==> config.mk <==
export PLATFORM = sky130hd
export DESIGN_NAME = axis_to_fifo_packer
export DESIGN_NICKNAME = d
export VERILOG_FILES = /design/src/rtl/axis_to_fifo_packer_pkg.sv /design/src/rtl/axis_to_fifo_packer_byte_pack.sv /design/src/rtl/axis_to_fifo_packer.sv
export SDC_FILE = /design/constraint.sdc
export NUM_CORES = 1
export LEC_CHECK = 0
export BUFFER_PORTS_ARGS = -buffer_cell sky130_fd_sc_hd__buf_2
export CAP_MARGIN = 40
export CORE_AREA = 2 2 305 307
export CTS_CLUSTER_SIZE = 20
export DETAILED_ROUTE_END_ITERATION = 10
export DIE_AREA = 0 0 307 309
export GPL_ROUTABILITY_DRIVEN = 1
export SETUP_SLACK_MARGIN = 0.5
export SLEW_MARGIN = 20
export SYNTH_ARGS = -nofsm -noshare
export SYNTH_HDL_FRONTEND = slang
export SYNTH_SLANG_ARGS = --single-unit
==> constraint.sdc <==
create_clock -name axi_aclk -period 2.85 [get_ports axi_aclk]
set_clock_uncertainty 0.2 [all_clocks]
set_input_delay 0.285 -clock axi_aclk [delete_from_list [all_inputs] [get_ports axi_aclk]]
set_output_delay 0.285 -clock axi_aclk [all_outputs]
set_load 0.02 [all_outputs]
==> src/rtl/axis_to_fifo_packer_pkg.sv <==
// Shared definitions for the packed-FIFO AXIS path (writer and reader sides).
package axis_to_fifo_packer_pkg;

  // Writer FSM state encodings
  typedef enum logic [1:0] {
    WR_TUSER = 2'd0,
    WR_PKT   = 2'd1,
    WR_TERM  = 2'd2
  } wr_state_e;

  // Widest strobe vector supported; users slice the low bits they need
  localparam int unsigned MAX_STRB_W = 128;
  localparam logic [MAX_STRB_W-1:0] ALL_ONES_STRB = '1;

  // Packed FIFO word width: every data byte carries its strobe bit
  function automatic int unsigned packed_width(input int unsigned dw);
    return dw + dw / 8;
  endfunction

endpackage

==> src/rtl/axis_to_fifo_packer_byte_pack.sv <==
// Interleaves each data byte with its strobe bit: word[9i+8:9i] = {strb[i], data[8i+7:8i]}.
module axis_byte_pack
  import axis_to_fifo_packer_pkg::*;
#(
  parameter int unsigned C_DATA_WIDTH = 256
) (
  input  logic [C_DATA_WIDTH-1:0]               i_data,
  input  logic [C_DATA_WIDTH/8-1:0]             i_strb,
  output logic [packed_width(C_DATA_WIDTH)-1:0] o_word
);

  localparam int unsigned SW = C_DATA_WIDTH / 8;

  // One 9-bit lane per byte
  for (genvar i = 0; i < SW; i++) begin : g_lane
    assign o_word[9*i +: 9] = {i_strb[i], i_data[8*i +: 8]};
  end

endmodule

==> src/rtl/axis_to_fifo_packer.sv <==
// Writes AXIS packets into a FIFO as packed words: a TUSER word, the data beats,
// and an all-zero terminator when the last beat carries a full strobe.
module axis_to_fifo_packer
  import axis_to_fifo_packer_pkg::*;
#(
  parameter int unsigned C_S_AXIS_DATA_WIDTH  = 256,
  parameter int unsigned C_S_AXIS_TUSER_WIDTH = 128,
  parameter int unsigned C_CNT_WIDTH          = 32
) (
  input  logic                                         axi_aclk,
  input  logic                                         axi_areset,
  input  logic [C_S_AXIS_DATA_WIDTH-1:0]               s_axis_tdata,
  input  logic [C_S_AXIS_DATA_WIDTH/8-1:0]             s_axis_tstrb,
  input  logic [C_S_AXIS_TUSER_WIDTH-1:0]              s_axis_tuser,
  input  logic                                         s_axis_tvalid,
  output logic                                         s_axis_tready,
  input  logic                                         s_axis_tlast,
  output logic [packed_width(C_S_AXIS_DATA_WIDTH)-1:0] fifo_din,
  output logic                                         fifo_wr_en,
  input  logic                                         fifo_full,
  input  logic                                         sw_rst,
  output logic [C_CNT_WIDTH-1:0]                       pkt_count,
  output logic [C_CNT_WIDTH-1:0]                       err_count
);

  localparam int unsigned DW = C_S_AXIS_DATA_WIDTH;
  localparam int unsigned SW = DW / 8;

  wr_state_e              r_state;
  wr_state_e              w_next_state;
  logic [C_CNT_WIDTH-1:0] r_pkt_count;
  logic [C_CNT_WIDTH-1:0] r_err_count;
  logic [DW-1:0]          w_pack_data;
  logic [SW-1:0]          w_pack_strb;
  logic                   w_strb_full;
  logic                   w_pkt_inc;
  logic                   w_err_inc;

  assign w_strb_full = (s_axis_tstrb == ALL_ONES_STRB[SW-1:0]);
  assign pkt_count   = r_pkt_count;
  assign err_count   = r_err_count;

  // Next state, handshake, write strobe and the word to pack, all from state and inputs
  always_comb begin
    // NOTE: every output gets a default first so no path leaves one unassigned (no latches).
    w_next_state  = r_state;
    fifo_wr_en    = 1'b0;
    s_axis_tready = 1'b0;
    w_pack_data   = s_axis_tdata;
    w_pack_strb   = s_axis_tstrb;
    w_pkt_inc     = 1'b0;
    w_err_inc     = 1'b0;

    case (r_state)
      WR_TUSER: begin
        // Header word is written from the first beat's sideband; the beat itself waits
        w_pack_data = DW'(s_axis_tuser);
        w_pack_strb = ALL_ONES_STRB[SW-1:0];
        if (s_axis_tvalid && !fifo_full) begin
          fifo_wr_en   = 1'b1;
          w_next_state = WR_PKT;
        end
      end
      WR_PKT: begin
        s_axis_tready = !fifo_full;
        if (s_axis_tvalid && !fifo_full) begin
          fifo_wr_en = 1'b1;
          if (s_axis_tlast) begin
            if (w_strb_full) begin
              // Reader ends a packet on a non-full strobe, so one more word is owed
              w_next_state = WR_TERM;
            end else begin
              w_pkt_inc    = 1'b1;
              w_next_state = WR_TUSER;
            end
          end else if (!w_strb_full) begin
            // A partial strobe mid-packet would end the packet early at the reader
            w_pack_strb = ALL_ONES_STRB[SW-1:0];
            w_err_inc   = 1'b1;
          end
        end
      end
      WR_TERM: begin
        w_pack_data = '0;
        w_pack_strb = '0;
        if (!fifo_full) begin
          fifo_wr_en   = 1'b1;
          w_pkt_inc    = 1'b1;
          w_next_state = WR_TUSER;
        end
      end
      default: w_next_state = WR_TUSER;
    endcase

    // Either reset silences the interface immediately, including a same-cycle handshake
    if (axi_areset || sw_rst) begin
      fifo_wr_en    = 1'b0;
      s_axis_tready = 1'b0;
      w_pkt_inc     = 1'b0;
      w_err_inc     = 1'b0;
      w_next_state  = WR_TUSER;
    end
  end

  // State register and wrapping packet/error counters
  always_ff @(posedge axi_aclk or posedge axi_areset) begin
    // NOTE: sequential state uses non-blocking assignments so all registers update together.
    if (axi_areset) begin
      r_state     <= WR_TUSER;
      r_pkt_count <= '0;
      r_err_count <= '0;
    end else if (sw_rst) begin
      r_state     <= WR_TUSER;
      r_pkt_count <= '0;
      r_err_count <= '0;
    end else begin
      r_state <= w_next_state;
      if (w_pkt_inc) r_pkt_count <= r_pkt_count + C_CNT_WIDTH'(1);
      if (w_err_inc) r_err_count <= r_err_count + C_CNT_WIDTH'(1);
    end
  end

  axis_byte_pack #(
    .C_DATA_WIDTH(DW)
  ) u_byte_pack (
    .i_data(w_pack_data),
    .i_strb(w_pack_strb),
    .o_word(fifo_din)
  );

endmodule
Yosys cells after proc, flatten, opt, wreduce, memory -nomap -nowiden. Index checks and enable logic that the tools add are counted.

Register bits: 66. Input port bits: 422. Output and inout port bits: 354. Logic and storage cells: 52.

$add $sub $neg: 2. Eq/ne operators: 7. Mux-type cells: 32. Reductions and logical operators: 8.

Operators by type and width (count): 256-bit case mux with 2 select lines (1); 32-bit two-way mux (7); 32-bit case mux with 3 select lines (1); 32-bit by 1-bit adder with 32-bit output (second input constant) (2); 32-bit equality test (second input constant) (1); 4-bit != test (second input constant) (4); 2-bit two-way mux (7); 1-bit two-way mux (13); 2-bit case mux with 3 select lines (1); 1-bit case mux with 2 select lines (2); 4-bit AND reduction (1); 2-bit nonzero test (2); 2-bit by 1-bit equality test with 1-bit output (second input constant) (1); 2-bit equality test (second input constant) (1); 2-bit zero test (1); 2-bit OR reduction (1); 1-bit logical AND (1); 1-bit zero test (1); 1-bit logical OR (1).

Depth between registers and ports, before layout.
Depth in word-level cells: 8. Depth in mapped cells: 10. Mapped depth without buffers: 8.

Hierarchy. From an unflattened synthesis, not the netlist that was laid out.

Cell total of the unflattened synthesis: 1326. Area, all modules: 9292.7 um2.

By module, submodules not included: axis_to_fifo_packer (instances 1, cells each 1038, area each 7130.6 um2, sequential area each 1651.6 um2); axis_byte_pack (instances 1, cells each 288, area each 2162.1 um2, sequential area each 0.0 um2).

Worst setup path after synthesis. No wires, ideal clock.

Kind: flip-flop to output port. From: register r_state[0]. To: output fifo_din[100]. Data arrival time: 2.141 ns. Data required time: 2.365 ns. Slack: 0.224 ns. Cell stages (with the launch flop): 10. Buffers on the path: 5. Path through: dfrtp_1 clkbuf_1 inv_1 ha_1 clkbuf_1 clkbuf_1 clkbuf_1 buf_1 nand2_1 o21ai_0.

Cells in the longest elaborated chain, start to end: 2. Elaborated cells between the ends (all ways): 3.

RTL lines: from (decl) (line axis_to_fifo_packer.sv:29) `wr_state_e r_state;`; from (signal assigned) (line axis_to_fifo_packer.sv:117) `r_state <= w_next_state;`; 2-bit equality test / 2-bit zero test (equally long branches) (line axis_to_fifo_packer.sv:54) `case (r_state)`; 256-bit case mux with 2 select lines * (line axis_to_fifo_packer.sv:54); to (decl) (line axis_to_fifo_packer.sv:18) `output logic [packed_width(C_S_AXIS_DATA_WIDTH)-1:0] fifo_din,`.

Every way passes the cells marked *; elsewhere a longest branch is shown, timed or not.

Worst setup path in the final report.
From: register r_state[0]. To: output fifo_din[136].

The elaborated chain is that of the path after synthesis.

==> insert_results.sql <==
INSERT INTO impl_metrics (metric_group, metric, value, unit) VALUES
('grt', 'globalRouteTotalUtil', '12.7', '%'),
('sta', 'timing.final.hold_violations', '0', ''),
('finish', 'fraction_of_layout_cells_with_a_size_suffix_above_1', '56.0', '%'),
('setup_path', 'cp-start-kind', 'flop', ''),
('floorplan', 'ios', '776', ''),
('setup_path', 'crit_path_start', 'r_state[0]', ''),
('grt', 'global_route_wire_length_before_repair', '81000', 'um'),
('sta', 'timing.slew.headroom', '52.7', '%'),
('setup_path', 'critPathRequiredTime', '2370', 'ps'),
('setup_path', 'timing_worst_setup_path_type', 'flop to output port', ''),
('drt', 'detail-route-antenna-nets', '0', ''),
('setup_path', 'worst_setup_path_endpoint', 'fifo_din[136]', ''),
('logic_synthesis', 'post_synth_design_cell_area', '6800', 'um^2'),
('cts', 'cts-root-buf', 'clkbuf_16', ''),
('setup_path', 'rrSetupSlack', '350', 'ps'),
('logic_synthesis', 'post_synth_num_cell_types', '49', ''),
('power', 'pwr_density_cell', '262', 'nW/um^2'),
('floorplan', 'die_w', '307', 'um'),
('sta', 'tns', '0', 'ps'),
('logic_synthesis', 'yosysSeqAreaShare', '24.3', '%'),
('drt', 'post_drt_wl_per_cell', '23.9', 'um'),
('power', 'ir_worst_vdd', '0.549', 'mV'),
('min_path', 'min_path_type', 'input port to flop', ''),
('setup_path', 'critical_path.max_fanout', '14', ''),
('floorplan', 'die-area', '94900', 'um^2'),
('drt', 'vias', '10900', ''),
('sta', 'grt_setup_unrepaired', 'true', ''),
('grt', 'grt_max_degree', '53', ''),
('finish', 'area_growth_syn_to_layout', '122', '%'),
('cts', 'clock_tree.buffer_depth', '2', ''),
('setup_path', 'ff2ff_path_depth', '10', ''),
('setup_path', 'cp-end-kind', 'output port', ''),
('sta', 'worst_pin_slew', '709', 'ps'),
('cts', 'cts_sinks', '66', ''),
('finish', 'post-route-cell-area', '15100', 'um^2'),
('run', 'number_of_maximum_capacitance_violations', '0', ''),
('place', 'placed_cell_area', '12300', 'um^2'),
('sta', 'final.period_utilization', '89.5', '%'),
('place', 'place_congestion', '0.961', ''),
('finish', 'final_nets', '2224', ''),
('drt', 'routed_wl', '72100', 'um'),
('cts', 'cts_max_level', '3', ''),
('drt', 'viasPerCell', '3.61', ''),
('floorplan', 'design.core.area', '91400', 'um^2'),
('floorplan', 'floorplan.die.height', '309', 'um'),
('cts', 'cts_buffers', '9', ''),
('sta', 'setup-violations-final', '0', ''),
('finish', 'area_of_the_multi_input_gates', '5440', 'um^2'),
('setup_path', 'worstReg2RegStart', 'r_state[0]', ''),
('grt', 'grt_pass1_vias', '9538', ''),
('logic_synthesis', 'ys.warnings.count', '0', ''),
('finish', 'ff_latch_area', '1650', 'um^2'),
('sta', 'period_minus_slack', '2550', 'ps'),
('grt', 'antenna_found_initial', '100', ''),
('logic_synthesis', 'syn_nets', '1404', ''),
('place', 'numPortBuffers', '775', ''),
('cts', 'clkSlewWorstSetupHoldPaths', '70', 'ps'),
('grt', 'globalRouteOverflowTotal', '0', ''),
('drt', 'detailedRoute.firstIterationViolations', '489', ''),
('sta', 'finalHoldWorstSlack', '36.5', 'ps'),
('finish', 'most-common-layout-cells', 'buf_2 (648), nand2_1 (153), and2_1 (122)', ''),
('finish', 'mostFrequentLayoutCell', 'buf_2', ''),
('drt', 'drcViolationCount', '0', ''),
('sta', 'fmaxAchievable', '0.392', 'GHz'),
('status', 'run_status', 'complete, no violations', ''),
('place', 'dp_hpwl', '54800', 'um'),
('cts', 'cts_tree', 'built', ''),
('setup_path', 'rr_endpoint', 'pkt_count[5]', ''),
('logic_synthesis', 'number_of_flip_flops_and_latches_in_the_synthesized_netlist', '66', ''),
('drt', 'dr.pass1.iters', '5', ''),
('finish', 'filler_cell_count', '10400', ''),
('power', 'p_leak', '7.41', 'nW'),
('sta', 'drv_slew', '0', ''),
('logic_synthesis', 'syn_inst', '976', ''),
('floorplan', 'num_rows', '111', ''),
('logic_synthesis', 'syn_area_per_cell', '6.97', 'um^2'),
('cts', 'clock_latency', '360', 'ps'),
('floorplan', 'effective_utilization_at_floorplan', '7.44', '%'),
('setup_path', 'worstPathArrival', '2060', 'ps');
[power breakdown]
part	total [mW]	leakage, nW	internal [mW]	switching (mW)
Combinational	1.86	6.35	0.829	1.03
Sequential	0.940	0.921	0.938	0.00215
Clock	1.16	0.143	0.683	0.476
[worst min path at each step]
| stage | start | endpoint | slack (ps) | cells after the start |
|---|---|---|---|---|
| global placement | pkt_count[31] | pkt_count[31] | 280 | 1 |
| global route | sw_rst | r_state[0] | 50 | 2 |
| detailed placement | pkt_count[31] | pkt_count[31] | 280 | 1 |
| CTS | sw_rst | r_state[0] | 20 | 2 |
| finish | sw_rst | r_state[0] | 40 | 2 |
| floorplan | axi_areset | r_state[1] | 150 | 1 |
[logic make-up (layout without fill, tap and decap cells)]
logic type / after synthesis / in the layout / synth area share [%]
mux: 12 / 12 / 1.79
fa+ha+maj: 6 / 6 / 1.10
buf+inv: 86 / 909 / 4.93
other cells: 0 / 33 / 0
compound gates: 219 / 221 / 19.5
simple gates: 556 / 556 / 44.4
xor+xnor: 31 / 31 / 3.99
flops: 66 / 66 / 24.3
[metal layers]
layer | vias up | wire (um) | track usage, %
met4 | 24 | 3010 | 4.32
li1 | 4996 | - | -
met5 | - | 163 | 0
met1 | 5000 | 24900 | 12.7
met3 | 202 | 7770 | 5.60
met2 | 689 | 36300 | 23.3
[state kept, by name, indices dropped and copies added (netlist names)]
register / cells
r_state: 2
err_count: 32
pkt_count: 32
[critical path: stages, from the launching register on]
cell	delay [ps]
dfrtp_2	450
inv_4	70
ha_4	180
buf_12	160
buf_16	170
nand2b_1	130
o21ai_0	270
buf_2	240
[layout make-up]
| class | count | area share, % |
|---|---|---|
| diodes | 33 | 0.548 |
| clock buffers | 9 | 1.49 |
| clock inverters | 7 | 0.506 |
| inverters | 11 | 0.290 |
| multi-input cells | 826 | 36.0 |
| flip-flops and latches | 66 | 11.0 |
| well taps | 1186 | 9.84 |
| repair buffers | 882 | 40.3 |
[synth_stat cells (all sizes together)]
master   number  area (um^2)
and2        131          820
xor2         30          263
nor2         43          164
ha            6         75.1
o31ai        10         75.1
nor3          9         45.0
o21a         34          255
mux2i        11          110
and2b         1         7.51
o311ai        4         35.0
and4          6         52.6
or4b          1         10.0
clkbuf       70          263
mux2          1         11.3
or3           5         31.3
clkinv        1         3.75
and3b         1         8.76
inv          10         37.5
nor4          3         63.8
nand3        32          160
and3         12         75.1
a21oi        11         66.3
a31oi         1         6.26
o21ai       141          706
o2111ai       3         26.3
a211oi        1         7.51
or4           1         7.51
nand2       155          582
nand4        25          156
a22o          1         8.76
nand2b      127          795
xnor2         1         8.76
o211ai       11          106
or2           2         12.5
nor2b         1         6.26
buf           5         31.3
a2111oi       1         27.5
o41ai         1         8.76
nor3b         1         18.8
dfrtp        66         1650
[through the flow]
step | utilization (%) | total power [mW] | worst slack [ps] | cells
6_report | 16.5 | 3.96 | 300 | 3020
5_1_grt | 16.5 | 4.15 | 230 | 3004
4_1_cts | 14.4 | 3.75 | 250 | 2934
3_5_place_dp | 13.5 | 2.48 | 181 | 2895
3_3_place_gp | 13.5 | 2.47 | 220 | 2895
2_1_floorplan | - | 1.70 | 424 | 976
[repair_timing]
item	CTS	global route
hold buffers	3	0
setup endpoints to repair	286	291
pin swaps	4	45
endpoints found under the hold margin	30	0
gates resized for setup	47	387
cloned	7	27
setup buffers	13	26
(Power assumes the default switching activity.)
